<file path="src/rtl/rst_manager.sv">
// rst_manager: power-on hold and staggered multi-domain reset release,
// with debounced button, software and watchdog reset sources plus a sticky cause register.
module rst_manager #(
   parameter int HOLD_CYCLES = 65535,
   parameter int N_OUT       = 2,
   parameter int STAGGER     = 16,
   parameter int DEB_CYCLES  = 1024,
   parameter int WDT_CYCLES  = 1 << 24
) (
   input  logic             clk,
   input  logic             rst,
   input  logic             btn_i,
   input  logic             sw_rst_i,
   input  logic             wdt_en_i,
   input  logic             wdt_kick_i,
   output logic [N_OUT-1:0] rst_o,
   output logic             busy_o,
   output logic [1:0]       cause_o
);
   localparam int STG_T = (N_OUT - 1) * STAGGER;
   localparam int HW = $clog2(HOLD_CYCLES) + 1;
   localparam int SW = $clog2(STG_T) + 1;
   localparam int DW = $clog2(DEB_CYCLES) + 1;
   localparam int WW = $clog2(WDT_CYCLES) + 1;
   localparam logic [HW-1:0] HOLD_M1 = HW'(HOLD_CYCLES - 1);
   localparam logic [SW-1:0] STG_MAX = SW'(STG_T);
   localparam logic [DW-1:0] DEB_M1  = DW'(DEB_CYCLES - 1);
   localparam logic [DW-1:0] DEB_MAX = DW'(DEB_CYCLES);
   localparam logic [WW-1:0] WDT_M1  = WW'(WDT_CYCLES - 1);

   typedef enum logic [1:0] {S_ASSERT, S_RELEASE, S_RUN} state_t;

   state_t           r_state;
   logic [HW-1:0]    r_hold;
   logic [SW-1:0]    r_stg;
   logic [N_OUT-1:0] r_rst;
   logic             r_busy;
   logic [1:0]       r_cause;
   logic             r_btn_s1;
   logic             r_btn_s2;
   logic [DW-1:0]    r_deb_cnt;
   logic             r_btn_deb;
   logic [WW-1:0]    r_wdt_cnt;

   logic [SW-1:0]    w_stg_n;
   logic [N_OUT-1:0] w_mask;
   logic             w_done;
   logic             w_wdt_exp;
   logic             w_trig;
   logic [1:0]       w_cause;

   assign rst_o   = r_rst;
   assign busy_o  = r_busy;
   assign cause_o = r_cause;

   always_comb begin
      w_wdt_exp = r_state == S_RUN && wdt_en_i && !wdt_kick_i && r_wdt_cnt == WDT_M1;
      w_trig    = r_btn_deb || w_wdt_exp || (sw_rst_i && r_state != S_ASSERT);
      w_cause   = r_btn_deb ? 2'd1 : w_wdt_exp ? 2'd3 : 2'd2;
      w_stg_n   = r_state != S_RELEASE ? '0 : r_stg == STG_MAX ? r_stg : r_stg + 1'b1;
      w_done    = int'(w_stg_n) >= STG_T;
      for (int k = 0; k < N_OUT; k++) w_mask[k] = int'(w_stg_n) < k * STAGGER;
   end

   // btn_deb rises on the edge the count would reach DEB_CYCLES
   always_ff @(posedge clk) begin
      if (rst) begin
         r_btn_s1  <= 1'b0;
         r_btn_s2  <= 1'b0;
         r_deb_cnt <= '0;
         r_btn_deb <= 1'b0;
         r_wdt_cnt <= '0;
      end else begin
         r_btn_s1  <= btn_i;
         r_btn_s2  <= r_btn_s1;
         r_deb_cnt <= !r_btn_s2 ? '0 : r_deb_cnt == DEB_MAX ? r_deb_cnt : r_deb_cnt + 1'b1;
         r_btn_deb <= r_btn_s2 && r_deb_cnt >= DEB_M1;
         r_wdt_cnt <= (r_state != S_RUN || !wdt_en_i || wdt_kick_i || w_wdt_exp) ? '0 :
                      r_wdt_cnt == WDT_M1 ? r_wdt_cnt : r_wdt_cnt + 1'b1;
      end
   end

   always_ff @(posedge clk) begin
      if (rst) begin
         r_state <= S_ASSERT;
         r_hold  <= '0;
         r_stg   <= '0;
         r_rst   <= '1;
         r_busy  <= 1'b1;
         r_cause <= 2'd0;
      end else if (w_trig) begin
         r_state <= S_ASSERT;
         r_hold  <= '0;
         r_stg   <= '0;
         r_rst   <= '1;
         r_busy  <= 1'b1;
         r_cause <= w_cause;
      end else begin
         case (r_state)
            S_ASSERT: begin
               if (r_hold == HOLD_M1) begin
                  r_state <= w_done ? S_RUN : S_RELEASE;
                  r_stg   <= w_stg_n;
                  r_rst   <= w_mask;
                  r_busy  <= !w_done;
               end else begin
                  r_hold <= r_hold + 1'b1;
               end
            end
            S_RELEASE: begin
               r_stg  <= w_stg_n;
               r_rst  <= w_mask;
               r_busy <= !w_done;
               if (w_done) r_state <= S_RUN;
            end
            S_RUN: begin
               r_rst  <= '0;
               r_busy <= 1'b0;
            end
            default: r_state <= S_ASSERT;
         endcase
      end
   end
endmodule

</file>
<file path="config.mk">
export PLATFORM = sky130hd
export DESIGN_NAME = rst_manager
export DESIGN_NICKNAME = d
export VERILOG_FILES = /design/src/rtl/rst_manager.sv
export SDC_FILE = /design/constraint.sdc
export NUM_CORES = 1
export LEC_CHECK = 0
export BUFFER_PORTS_ARGS = -buffer_cell sky130_fd_sc_hd__buf_2
export CAP_MARGIN = 20
export CORE_MARGIN = 5
export CORE_UTILIZATION = 55
export CTS_CLUSTER_DIAMETER = 150
export DETAILED_ROUTE_END_ITERATION = 7
export GPL_TIMING_DRIVEN = 1
export PLACE_DENSITY_LB_ADDON = 0.25
export SYNTH_ARGS = -nofsm -noshare
export SYNTH_HDL_FRONTEND = slang
export SYNTH_SLANG_ARGS = --single-unit
export TNS_END_PERCENT = 5
</file>
<file path="constraint.sdc">
create_clock -name clk -period 2.13 [get_ports clk]
set_input_delay 0.426 -clock clk [delete_from_list [all_inputs] [get_ports clk]]
set_output_delay 0.426 -clock clk [all_outputs]
set_load 0.01 [all_outputs]
</file>
======== Yosys cells after proc, flatten, opt, wreduce, memory -nomap -nowiden ========
Cells that the tools add are included.
storage, ports and cells
  bits in registers ....................... 68
  input bits .............................. 6
  output and inout bits ................... 5
cells by class
  add/sub/neg operators ................... 4
  order comparisons ....................... 3
  equality and inequality tests ........... 10
  mux-type cells .......................... 14
  bitwise gates (word level) .............. 3
  reductions and logical operators ........ 24
operators with widths
  operator                                                              count
  adder 25 x 1 -> 25 bit (second input constant)                        1
  == test 25 x 24 -> 1 bit (second input constant)                      1
  adder 17 x 1 -> 17 bit (second input constant)                        1
  == test 17 x 16 -> 1 bit (second input constant)                      1
  2-to-1 mux 5 bit                                                      3
  one-hot mux 2 bit (3 select lines)                                    2
  adder 11 x 1 -> 11 bit (second input constant)                        1
  == test 11 bit (second input constant)                                1
  greater-or-equal comparator 11 x 10 -> 1 bit (second input constant)  1
  2-to-1 mux 2 bit                                                      5
  one-hot mux 5 bit (2 select lines)                                    1
  inequality test 2 bit (second input constant)                         3
  AND reduction 2 bit                                                   3
  OR reduction 2 bit                                                    3
  adder 5 x 1 -> 5 bit (second input constant)                          1
  == test 5 bit (second input constant)                                 1
  greater-or-equal comparator 5 bit (second input constant)             1
  logical AND 1 bit                                                     5
  logical OR 1 bit                                                      5
  < comparator 5 bit (second input constant)                            1
  nonzero test 2 bit                                                    2
  logical NOT 1 bit                                                     3
  inverter 1 bit                                                        3
  one-hot mux 1 bit (3 select lines)                                    1
  7 further kinds                                                       8

======== Depth between registers and ports, before layout ========
  depth in word-level cells ............... 7
  gate-level depth with buffers ........... 8

======== Worst setup path after synthesis ========
No wires, ideal clock.
  kind .................................... register to register
  start point ............................. register r_hold[0]
  end point ............................... register r_stg[0]
  data arrival time ....................... 1.850 ns
  path slack .............................. 0.206 ns
  cell stages (with the launch flop) ...... 8
  path buffers ............................ 0
  clock period less this slack ............ 1.924 ns
  path through ............................ dfxtp_1 inv_1 ha_1 nand4b_1 nor4_4 nor2_2 or4b_4 a31oi_2
on the way
  cells in the longest elaborated chain, start to end .. 3
RTL lines
  what                             line  source
  start: declaration               34    logic [HW-1:0] r_hold;
  start signal: assignment         107   r_hold <= r_hold + 1'b1;
  == test 17 x 16 -> 1 bit         101   if (r_hold == HOLD_M1) begin
  inequality test 2 bit (no line)  -
  AND reduction 2 bit (no line)    -
  end signal: assignment           103   r_stg <= w_stg_n;
  end signal: assignment           111   r_stg <= w_stg_n;
  end: declaration                 35    logic [SW-1:0] r_stg;
Every way passes these cells.
A chain may end at the register's enable or synchronous reset.

======== Worst setup path in the final report ========
  start point ............................. register r_hold[1]
  end point ............................... register r_hold[4]
on the way
  cells in the longest elaborated chain, start to end .. 3
  elaborated cells between the ends (all ways) .. 4
  classes of those cells .................. add/sub: 1; eq/ne: 1; bitwise: 1; reduce/logical: 1
RTL lines
  what
  parallel branches: the longest is 3 deep, another holds adder 17 x 1 -> 17 bit
Several ways; the timed one is not identified.

==> impl_metrics.env <==
export IMPL_max_freq_ghz=0.535
export IMPL_num_rows=27
export IMPL_cts_sinks=67
export IMPL_clk_pin_slew_worst_paths_ns=0.07
export IMPL_endpoint_kind="flip-flop"
export IMPL_power_density_nw_per_um2=687
export IMPL_power_leakage_nw=1.24
export IMPL_wire_per_inst_um=12.4
export IMPL_grt_pass1_vias=2309
export IMPL_nFillCells=471
export IMPL_dpl_cell_count=447
export IMPL_fin_crit_ns=1.87
export IMPL_io_pins=11
export IMPL_hold_class="input port to flip-flop"
export IMPL_cap_violations=0
export IMPL_synth_main_ff_cell="dfxtp_1"
export IMPL_dp_slack_ns=0.222
export IMPL_cts_tree="done"
export IMPL_initialDrtViolationCount=95
export IMPL_ctsHoldBuffers=0
export IMPL_tightest_slew_ns=0.444
export IMPL_cts_root_buffer_cell="clkbuf_8"
export IMPL_yosys_area_top_type="dfxtp_1"
export IMPL_synth_edff_count=0
export IMPL_cts_buffers=9
export IMPL_hpwl_mm=4.05
export IMPL_vias=2470
export IMPL_nets=402
export IMPL_clk_path_buf_depth=2
export IMPL_slew_headroom_pct=70.1
export IMPL_tns_ns=0
export IMPL_area_growth_syn_to_layout_pct=13.3
export IMPL_clock_latency_ns=0.34
export IMPL_gp_congestion=0.799
export IMPL_grt_max_degree=27
export IMPL_ir_worst_vdd_uv=534
export IMPL_criticalPathCategory="flip-flop to flip-flop"
export IMPL_start_kind="flip-flop"
export IMPL_worst_slack_ns=0.259
export IMPL_antenna_left=0
export IMPL_worstPathArrival_ns=2.13
export IMPL_rsz0062_at_grt="no"
export IMPL_async_flop_share_pct=0
export IMPL_syn_inst=363
export IMPL_seq_area_frac_synth_pct=43.3
export IMPL_drt_total_wl_mm=5.72
export IMPL_yosysWarnings=0
export IMPL_track_usage_pct=16.8
export IMPL_cp_data_required_time_ns=2.39
export IMPL_whs_ns=0.300
export IMPL_insertedDiodeCount=0
export IMPL_syn_area_per_cell_um2=8.53
export IMPL_setup_violations=0
export IMPL_grt_first_pass_wirelength_mm=9.88
export IMPL_post_cts_buffers=0
export IMPL_firstDrtPassIters=5
export IMPL_drc_errors=0
export IMPL_yosysTopAreaCellShare_pct=43.3
export IMPL_post_route_period_util_pct=87.8
export IMPL_core_area_um2=5470
export IMPL_die_h_um=85.0
export IMPL_hold_viol=0
export IMPL_die_area_um2=7230
export IMPL_skew_ns=0.00506
export IMPL_synth_cell_types=41
export IMPL_synth_nets=379
export IMPL_start_util_pct=56.6
export IMPL_overflow=0
export IMPL_viasPerCell=5.35
export IMPL_ys_seq_elements=67
export IMPL_mappedNetlistArea_um2=3100
export IMPL_ctsHtreeMaxLevel=3
export IMPL_port_buffers=10
export IMPL_critPathMaxFanout=10
export IMPL_outcome="completed"
export IMPL_fin_cells=462
export IMPL_layout_drive_gt1_share_pct=11.0
export IMPL_antenna_found_initial=0
export IMPL_synthTopCellsByArea="dfxtp_1 (43%), xor2_1 (8.8%), nor2_1 (8.2%), ha_1 (4.0%), nand3_1 (4.0%)"
export IMPL_fp_dieW_um=85.0
export IMPL_maxSlewViolCount=0
[path summary, 6_finish.rpt]
path | from | end | slack (ns) | depth (start not counted)
max | r_hold[1] | r_hold[4] | 0.26 | 7
min | btn_i | r_btn_s1 | 0.30 | 2
max reg2reg | r_hold[1] | r_hold[4] | 0.26 | 7
min reg2reg | r_btn_s1 | r_btn_s2 | 0.44 | 1
[state kept, by name, summed over array words and instances (netlist names)]
name,cells
cause_o,2
r_btn_deb,1
r_btn_s1,1
r_btn_s2,1
r_deb_cnt,11
r_hold,17
r_state,2
r_stg,5
r_wdt_cnt,25
rst_o,2
[metal layers]
layer  track usage, %  part of all wire [%]  up-vias
met5                0                     0        -
met4             8.78                   1.9        0
met3             5.15                   3.1        9
met2             27.2                    47       29
met1             20.0                    48     1139
li1                 -                     -     1293
[per-stage QoR]
stage	utilization, %	total power, W	area [um^2]
2_1_floorplan	-	0.00132	3100
3_3_place_gp	60.1	0.00133	3290
3_5_place_dp	60.1	0.00133	3290
4_1_cts	64.0	0.00244	3500
5_1_grt	64.1	0.00250	3510
6_report	64.1	0.00241	3510
[layout make-up]
cell class	instances	area (um^2)	area share, %
Clock buffer	14	183	5.21
Clock inverter	1	30.0	0.856
Inverter	11	41.3	1.18
Multi-Input combinational cell	276	1680	47.8
Sequential cell	67	1340	38.2
Tap cell	72	90.1	2.57
Timing Repair Buffer	21	145	4.14
[repair_timing]
action	4_1_cts	5_1_grt
endpoints found under the setup margin	0	1
resized for setup	0	1
hold endpoints to repair	0	0
[cells in the final DEF, fill, tap and decap left out, drive strengths merged]
cell and instances:
and3 7, and4 2, buf 21, inv 11
nor4 3, nor2b 6, o32ai 1, nand2b 3
nand2 29, o21ai 5, nor4b 2, o31a 1
a21o 1, nand3b 2, clkbuf 14, o211a 1
nand3 25, bufinv 1, nor2 69, nand4b 3
a211o 1, dfxtp 67, xor2 31, mux2i 2
a31oi 3, nand4 16, xnor2 10, or2 1
ha 10, nor3 18, a21oi 12, a32oi 2
or4b 1, or3 5, a211oi 4
[critical path, stage by stage, from the launching register on]
cell      delay, ns
dfxtp_1        0.40
ha_1           0.17
nand4b_1       0.16
or3_1          0.44
buf_4          0.19
nor2_1         0.15
nor2_1         0.07
a211oi_1       0.21
[Yosys cell counts, types with 2 or more instances]
cell      number
nor3_1        17
nand2b_1       3
and3_1         7
ha_1          10
nand3_1       25
a211oi_1       4
a32oi_1        2
o21ai_0        4
inv_1         11
a31oi_1        2
and4_1         2
nor2b_1        6
nor4b_1        2
nor4_1         2
or3_1          5
nand4_1       15
nand4b_1       3
nand3b_1       2
clkbuf_1       6
a21oi_1       12
nor2_1        68
dfxtp_1       67
xnor2_1       10
buf_2          2
mux2i_1        2
nand2_1       29
xor2_1        31
[cells by family after synthesis]
family	share of synthesized area, %
AOI/OAI and AO/OA	6.51
xor gates and xnor gates	11.6
adders and majority gates	4.04
buffers and inverters	2.63
DFF	43.3
muxes	0.647
and+or+nand+nor	31.2
[power by group]
group,internal (W),switching (W),leakage [nW],total (W)
logic,0.0000160,0.0000198,0.588,0.0000358
clock network,0.000663,0.000442,0.109,0.00111
registers,0.00126,0.00000789,0.541,0.00127
total,0.00194,0.000470,1.24,0.00241
Note: power is estimated with default switching activity, not from simulation.
